**src/rtl/lfsr_scramble_stream.sv**
```systemverilog
// Streaming LFSR scrambler/descrambler (multiplicative or additive) with a 2-entry output buffer.
// Also holds the combinational lfsr next-state core that the stream wrapper instantiates.

module lfsr #(
    parameter int                    LFSR_WIDTH        = 58,
    parameter logic [LFSR_WIDTH-1:0] LFSR_POLY         = 58'h8000000001,
    parameter string                 LFSR_CONFIG       = "FIBONACCI",
    parameter bit                    LFSR_FEED_FORWARD = 1'b0,
    parameter bit                    REVERSE           = 1'b1,
    parameter int                    DATA_WIDTH        = 64,
    parameter string                 STYLE             = "AUTO"
) (
    input  logic [DATA_WIDTH-1:0] data_in,
    input  logic [LFSR_WIDTH-1:0] state_in,
    output logic [DATA_WIDTH-1:0] data_out,
    output logic [LFSR_WIDTH-1:0] state_out
);

    // One shift per data bit; REVERSE puts data bit 0 first on the line.
    always_comb begin
        logic [LFSR_WIDTH-1:0] s;
        logic                  d;
        logic                  fb;
        logic                  o;
        s        = state_in;
        data_out = '0;
        for (int i = 0; i < DATA_WIDTH; i++) begin
            d = REVERSE ? data_in[i] : data_in[DATA_WIDTH-1-i];
            if (LFSR_CONFIG == "GALOIS") begin
                o  = s[LFSR_WIDTH-1] ^ d;
                fb = LFSR_FEED_FORWARD ? d : o;
                s  = {s[LFSR_WIDTH-2:0], fb} ^ (fb ? {LFSR_POLY[LFSR_WIDTH-1:1], 1'b0} : '0);
            end else begin
                if (STYLE == "LOOP") begin
                    fb = s[LFSR_WIDTH-1];
                    for (int j = 1; j < LFSR_WIDTH; j++) begin
                        if (LFSR_POLY[j]) fb = fb ^ s[j-1];
                    end
                end else begin
                    fb = s[LFSR_WIDTH-1] ^ (^(s[LFSR_WIDTH-2:0] & LFSR_POLY[LFSR_WIDTH-1:1]));
                end
                o = fb ^ d;
                // Feed-forward shifts in the received bit, which is what makes descrambling self-synchronise.
                s = {s[LFSR_WIDTH-2:0], (LFSR_FEED_FORWARD ? d : o)};
            end
            if (REVERSE) data_out[i] = o;
            else         data_out[DATA_WIDTH-1-i] = o;
        end
        state_out = s;
    end

endmodule

module lfsr_scramble_stream #(
    parameter int                    LFSR_WIDTH  = 58,
    parameter logic [LFSR_WIDTH-1:0] LFSR_POLY   = 58'h8000000001,
    parameter logic [LFSR_WIDTH-1:0] LFSR_INIT   = {LFSR_WIDTH{1'b1}},
    parameter string                 LFSR_CONFIG = "FIBONACCI",
    parameter bit                    REVERSE     = 1'b1,
    parameter int                    DATA_WIDTH  = 64,
    parameter string                 MODE        = "SCRAMBLE",
    parameter string                 STYLE       = "AUTO"
) (
    input  logic                  clk,
    input  logic                  rst,
    input  logic [DATA_WIDTH-1:0] s_data,
    input  logic                  s_bypass,
    input  logic                  s_valid,
    output logic                  s_ready,
    output logic [DATA_WIDTH-1:0] m_data,
    output logic                  m_valid,
    input  logic                  m_ready,
    input  logic [LFSR_WIDTH-1:0] seed_data,
    input  logic                  seed_load,
    output logic [31:0]           beat_count
);

    localparam bit IS_ADDITIVE = (MODE == "ADDITIVE");

    logic [LFSR_WIDTH-1:0] state_q, state_d;
    logic [31:0]           beat_count_q, beat_count_d;
    logic                  out_valid_q, out_valid_d;
    logic [DATA_WIDTH-1:0] out_data_q, out_data_d;
    logic                  skid_valid_q, skid_valid_d;
    logic [DATA_WIDTH-1:0] skid_data_q, skid_data_d;
    logic                  s_ready_q, s_ready_d;

    logic                  accept;
    logic                  advance;
    logic [DATA_WIDTH-1:0] core_in;
    logic [DATA_WIDTH-1:0] core_out;
    logic [LFSR_WIDTH-1:0] core_state;
    logic [DATA_WIDTH-1:0] proc_data;

    lfsr #(
        .LFSR_WIDTH       (LFSR_WIDTH),
        .LFSR_POLY        (LFSR_POLY),
        .LFSR_CONFIG      (LFSR_CONFIG),
        .LFSR_FEED_FORWARD(MODE == "DESCRAMBLE"),
        .REVERSE          (REVERSE),
        .DATA_WIDTH       (DATA_WIDTH),
        .STYLE            (STYLE)
    ) u_lfsr (
        .data_in  (core_in),
        .state_in (state_q),
        .data_out (core_out),
        .state_out(core_state)
    );

    // Handshake: a beat moves on any edge where valid && ready are both high; valid never
    // waits on ready, and once valid is high the beat stays put until it is taken.
    assign core_in   = IS_ADDITIVE ? '0 : s_data;
    assign proc_data = s_bypass ? s_data : (IS_ADDITIVE ? (s_data ^ core_out) : core_out);
    assign accept    = s_valid && s_ready_q;
    assign advance   = accept && !s_bypass;

    always_comb begin
        state_d      = state_q;
        beat_count_d = beat_count_q;
        out_valid_d  = out_valid_q;
        out_data_d   = out_data_q;
        skid_valid_d = skid_valid_q;
        skid_data_d  = skid_data_q;

        if (advance) begin
            state_d      = core_state;
            beat_count_d = beat_count_q + 32'd1;
        end
        // The beat accepted this cycle already used the old state; the seed still wins.
        if (seed_load) state_d = seed_data;

        if (out_valid_q && m_ready) begin
            if (skid_valid_q) begin
                out_data_d   = skid_data_q;
                skid_valid_d = 1'b0;
            end else begin
                out_valid_d = 1'b0;
            end
        end
        if (accept) begin
            if (!out_valid_d) begin
                out_valid_d = 1'b1;
                out_data_d  = proc_data;
            end else begin
                skid_valid_d = 1'b1;
                skid_data_d  = proc_data;
            end
        end

        s_ready_d = !skid_valid_d;
    end

    always_ff @(posedge clk) begin
        if (rst) begin
            state_q      <= LFSR_INIT;
            beat_count_q <= '0;
            out_valid_q  <= 1'b0;
            out_data_q   <= '0;
            skid_valid_q <= 1'b0;
            skid_data_q  <= '0;
            s_ready_q    <= 1'b0;
        end else begin
            state_q      <= state_d;
            beat_count_q <= beat_count_d;
            out_valid_q  <= out_valid_d;
            out_data_q   <= out_data_d;
            skid_valid_q <= skid_valid_d;
            skid_data_q  <= skid_data_d;
            s_ready_q    <= s_ready_d;
        end
    end

    assign s_ready    = s_ready_q;
    assign m_valid    = out_valid_q;
    assign m_data     = out_data_q;
    assign beat_count = beat_count_q;

endmodule

```
**config.mk**
```make
export PLATFORM = sky130hd
export DESIGN_NAME = lfsr_scramble_stream
export DESIGN_NICKNAME = d
export VERILOG_FILES = /design/src/rtl/lfsr_scramble_stream.sv
export SDC_FILE = /design/constraint.sdc
export NUM_CORES = 1
export LEC_CHECK = 0
export BUFFER_PORTS_ARGS = -buffer_cell sky130_fd_sc_hd__buf_4
export CORE_AREA = 2 2 200 202
export DETAILED_ROUTE_END_ITERATION = 6
export DIE_AREA = 0 0 202 204
export GPL_ROUTABILITY_DRIVEN = 0
export MAX_ROUTING_LAYER = met4
export PLACE_DENSITY_LB_ADDON = 0.12
export SYNTH_ARGS = -nofsm -noshare
export SYNTH_HDL_FRONTEND = slang
export SYNTH_SLANG_ARGS = --single-unit
```
**constraint.sdc**
```tcl
create_clock -name clk -period 4.5 [get_ports clk]
set_input_delay 0.675 -clock clk [delete_from_list [all_inputs] [get_ports clk]]
set_output_delay 0.675 -clock clk [all_outputs]
set_load 0.02 [all_outputs]
```
==> impl_metrics.py <==
metrics = {
    "route": {
        "wl_met3_mm": 2.15,
        "drcViolationCount": 0,
        "drt_iter0_drc": 674,
        "dr.pass1.iters": 5,
        "met1_length_mm": 19.5,
        "drtAntennaViolNets": 0,
        "vias": 10462,
        "viasPerCell": 5.09,
        "wirelength_mm": 41.9,
        "wl_per_cell_um": 20.4,
        "wl_met2_mm": 19.5,
        "highest_layer": "met4",
    },
    "cells_and_area": {
        "area_growth_pct": 25.0,
        "antenna-diode-count": 0,
        "drive_above_1_share": 0.206,
        "layout.nets": 1643,
        "nFillCells": 4078,
    },
    "synthesis": {
        "async_flop_share": 0,
        "syn_nets": 1492,
        "syn_area_per_cell_um2": 8.46,
        "ys_types": 43,
        "syn_inst": 1363,
        "syn_area_um2": 11500,
        "synth_seq_cells": 221,
        "yosysWarnings": 0,
        "synth_edf_count": 0,
        "yosysSeqAreaShare": 0.384,
        "synthFlopType": "dfxtp_1",
    },
    "global_routing": {
        "grt_pass1_vias": 10144,
        "grt_pass1_wl_mm": 62.7,
        "grt_max_degree": 94,
        "track_usage": 0.204,
        "antenna_found_initial": 0,
        "grt_remaining_overflow": 0,
    },
    "setup_path": {
        "worstPathArrival_ns": 3.02,
        "crit_buf_inv": 1,
        "crit_required_ns": 4.96,
        "cpMaxStageDelayCell": "and3b_2",
        "path_cells": "buf_4 > and3b_2 > nand4_1 > or4_1 > a21oi_1",
        "critPathMaxFanout": 93,
        "slowest_delay_ns": 0.71,
        "startpoint_type": "input pin",
        "critPathKind": "input pin to flip-flop",
        "end_kind": "flip-flop",
        "crit_family": "simple AND/OR/NAND/NOR gates",
    },
    "clocking": {
        "htree_levels": 1,
        "cts_hold_buf": 0,
        "ctsResizeCount": 0,
        "post_cts_buffers": 0,
        "cts_buffer_depth": 3,
        "clk_transition_reported_paths_ns": 0.06,
        "cts.sinks": 221,
        "cts-root-buf": "clkbuf_16",
        "clock_latency_ns": 0.54,
        "tritoncts": "yes",
        "cts_buffers": 28,
    },
    "timing": {
        "clock.fmax_mhz": 390,
        "setup_ws_ns": 1.94,
        "fin_crit_ns": 2.56,
        "worstMarginPinSlew_ns": 1.05,
        "hold_violations": 0,
        "slew_headroom": 0.303,
        "slew_violations": 0,
        "rsz0062_at_grt": "no",
        "finalCritPeriodShare": 0.570,
        "clock_skew_ns": 0.0155,
        "tns_ns": 0,
        "setup_violations": 0,
    },
    "pwr": {
        "power_density_nw_per_um2": 373,
        "total_power_w": 0.00537,
        "p_switching_w": 0.00155,
        "ir_drop_v": 0.000257,
        "p_seq_frac": 0.402,
        "combinationalPowerShare": 0.187,
        "p_sw_frac": 0.289,
        "leakage_nw": 5.21,
        "p_int_w": 0.00382,
        "clock_power_share": 0.411,
    },
    "floorplan": {
        "ios": 226,
        "core_um2": 39200,
        "die_height_um": 204,
        "initial_utilization": 0.294,
        "die-area_um2": 41200,
        "row_count": 73,
        "die_w_um": 202,
    },
    "placement": {
        "place_hpwl_mm": 29.6,
        "pre_cts_ws_ns": 1.34,
        "port_buffers": 225,
    },
    "status": {
        "outcome": "completed",
    },
    "run": {
        "drv_cap": 0,
    },
    "hold_path": {
        "hp-class": "input pin to flip-flop",
    },
}
## cells in the final DEF, fill, tap and decap left out, drive strengths merged, types with 45 or more instances in the layout
cell    netlist  final
a31oi        45     45
clkbuf      110     48
nand2       196    196
dfxtp       221    221
a211oi       64     64
buf           7    238
xnor2       128    128
nor3b        58     58
nor2        101    101
a21oi        52     52
## per-layer routing
metal  global-route usage  up-vias
li1                     -     5180
met1                0.274     4966
met2                0.326      272
met3               0.0279       44
met4               0.0444        0
met5                    -        -
## state kept, by name (all words and copies together) (netlist names)
signal and flops:
m_valid 1, skid_data_q 64, state_q 58, skid_valid_q 1
beat_count 32, s_ready 1, m_data 64
## worst paths after layout
path	slack, ns	endpoint	depth (start not counted)	startpoint
setup / recovery	1.94	beat_count[29]	5	s_bypass
hold reg to reg	0.50	skid_data_q[61]	2	skid_data_q[61]
setup reg to reg	2.13	beat_count[29]	4	s_ready
hold / removal	0.38	state_q[56]	3	seed_data[56]
## Yosys cell counts (2+ instances only)
| master | instances | area [µm²] |
|---|---|---|
| clkbuf_1 | 107 | 402 |
| a31o_2 | 28 | 245 |
| o21ai_0 | 43 | 215 |
| or3_1 | 43 | 269 |
| a21boi_0 | 12 | 90.1 |
| a221oi_1 | 13 | 114 |
| xor2_1 | 35 | 307 |
| nor3_1 | 16 | 80.1 |
| and3_1 | 38 | 238 |
| nand4_1 | 8 | 50.1 |
| and4_1 | 5 | 43.8 |
| dfxtp_1 | 221 | 4420 |
| mux2i_1 | 14 | 140 |
| a211oi_1 | 64 | 480 |
| nor4_1 | 2 | 12.5 |
| nand2_1 | 196 | 736 |
| a31oi_1 | 45 | 282 |
| xnor2_1 | 128 | 1120 |
| o31ai_1 | 15 | 113 |
| nor2_1 | 101 | 379 |
| inv_1 | 3 | 11.3 |
| nor3b_1 | 58 | 435 |
| buf_1 | 4 | 15.0 |
| a311oi_1 | 37 | 324 |
| a21oi_1 | 52 | 260 |
| and2_1 | 2 | 12.5 |
| nor2b_1 | 2 | 12.5 |
| xnor3_1 | 13 | 293 |
| or4_1 | 15 | 113 |
| clkbuf_8 | 3 | 41.3 |
| buf_6 | 3 | 33.8 |
| nand3_1 | 26 | 130 |
## per-stage QoR
step	hold slack (ns)	instance area, µm²	cells	utilization
finish	0.380	14400	2057	0.368
global route	0.382	14400	2057	0.368
CTS	0.361	14400	2057	0.368
detailed placement	0.486	13500	2009	0.345
global placement	0.484	13500	2009	0.345
floorplan	0.477	11500	1363	-
## layout make-up
type / count / area (µm²) / area share
Tap cell: 525 / 657 / 0.0456
Sequential cell: 221 / 4420 / 0.307
Multi-Input combinational cell: 1022 / 6620 / 0.460
Inverter: 3 / 11.3 / 0.000782
Clock buffer: 48 / 897 / 0.0623
Timing Repair Buffer: 238 / 1790 / 0.124
## power groups by stage
stage          registers (W)  clock network, W  logic [W]
6_report             0.00216           0.00221    0.00101
5_1_grt              0.00217           0.00234    0.00110
4_1_cts              0.00216           0.00226    0.00102
3_5_place_dp         0.00220                 0    0.00101
3_3_place_gp         0.00220                 0    0.00101
2_1_floorplan        0.00222                 0   0.000579
## tightest hold or removal path, cell delays in order
cell     delay [ns]
buf_4          0.08
nor3b_1        0.04
a21oi_1        0.09
## logic make-up after synthesis
| group | share of synthesized area |
|---|---|
| AOI/OAI and AO/OA | 0.185 |
| DFF | 0.384 |
| muxes | 0.0122 |
| adders and majority gates | 0.00109 |
| xor gates and xnor gates | 0.149 |
| buffers and inverters | 0.0436 |
| and+or+nand+nor | 0.225 |
Note: power is estimated with default switching activity, not from simulation.
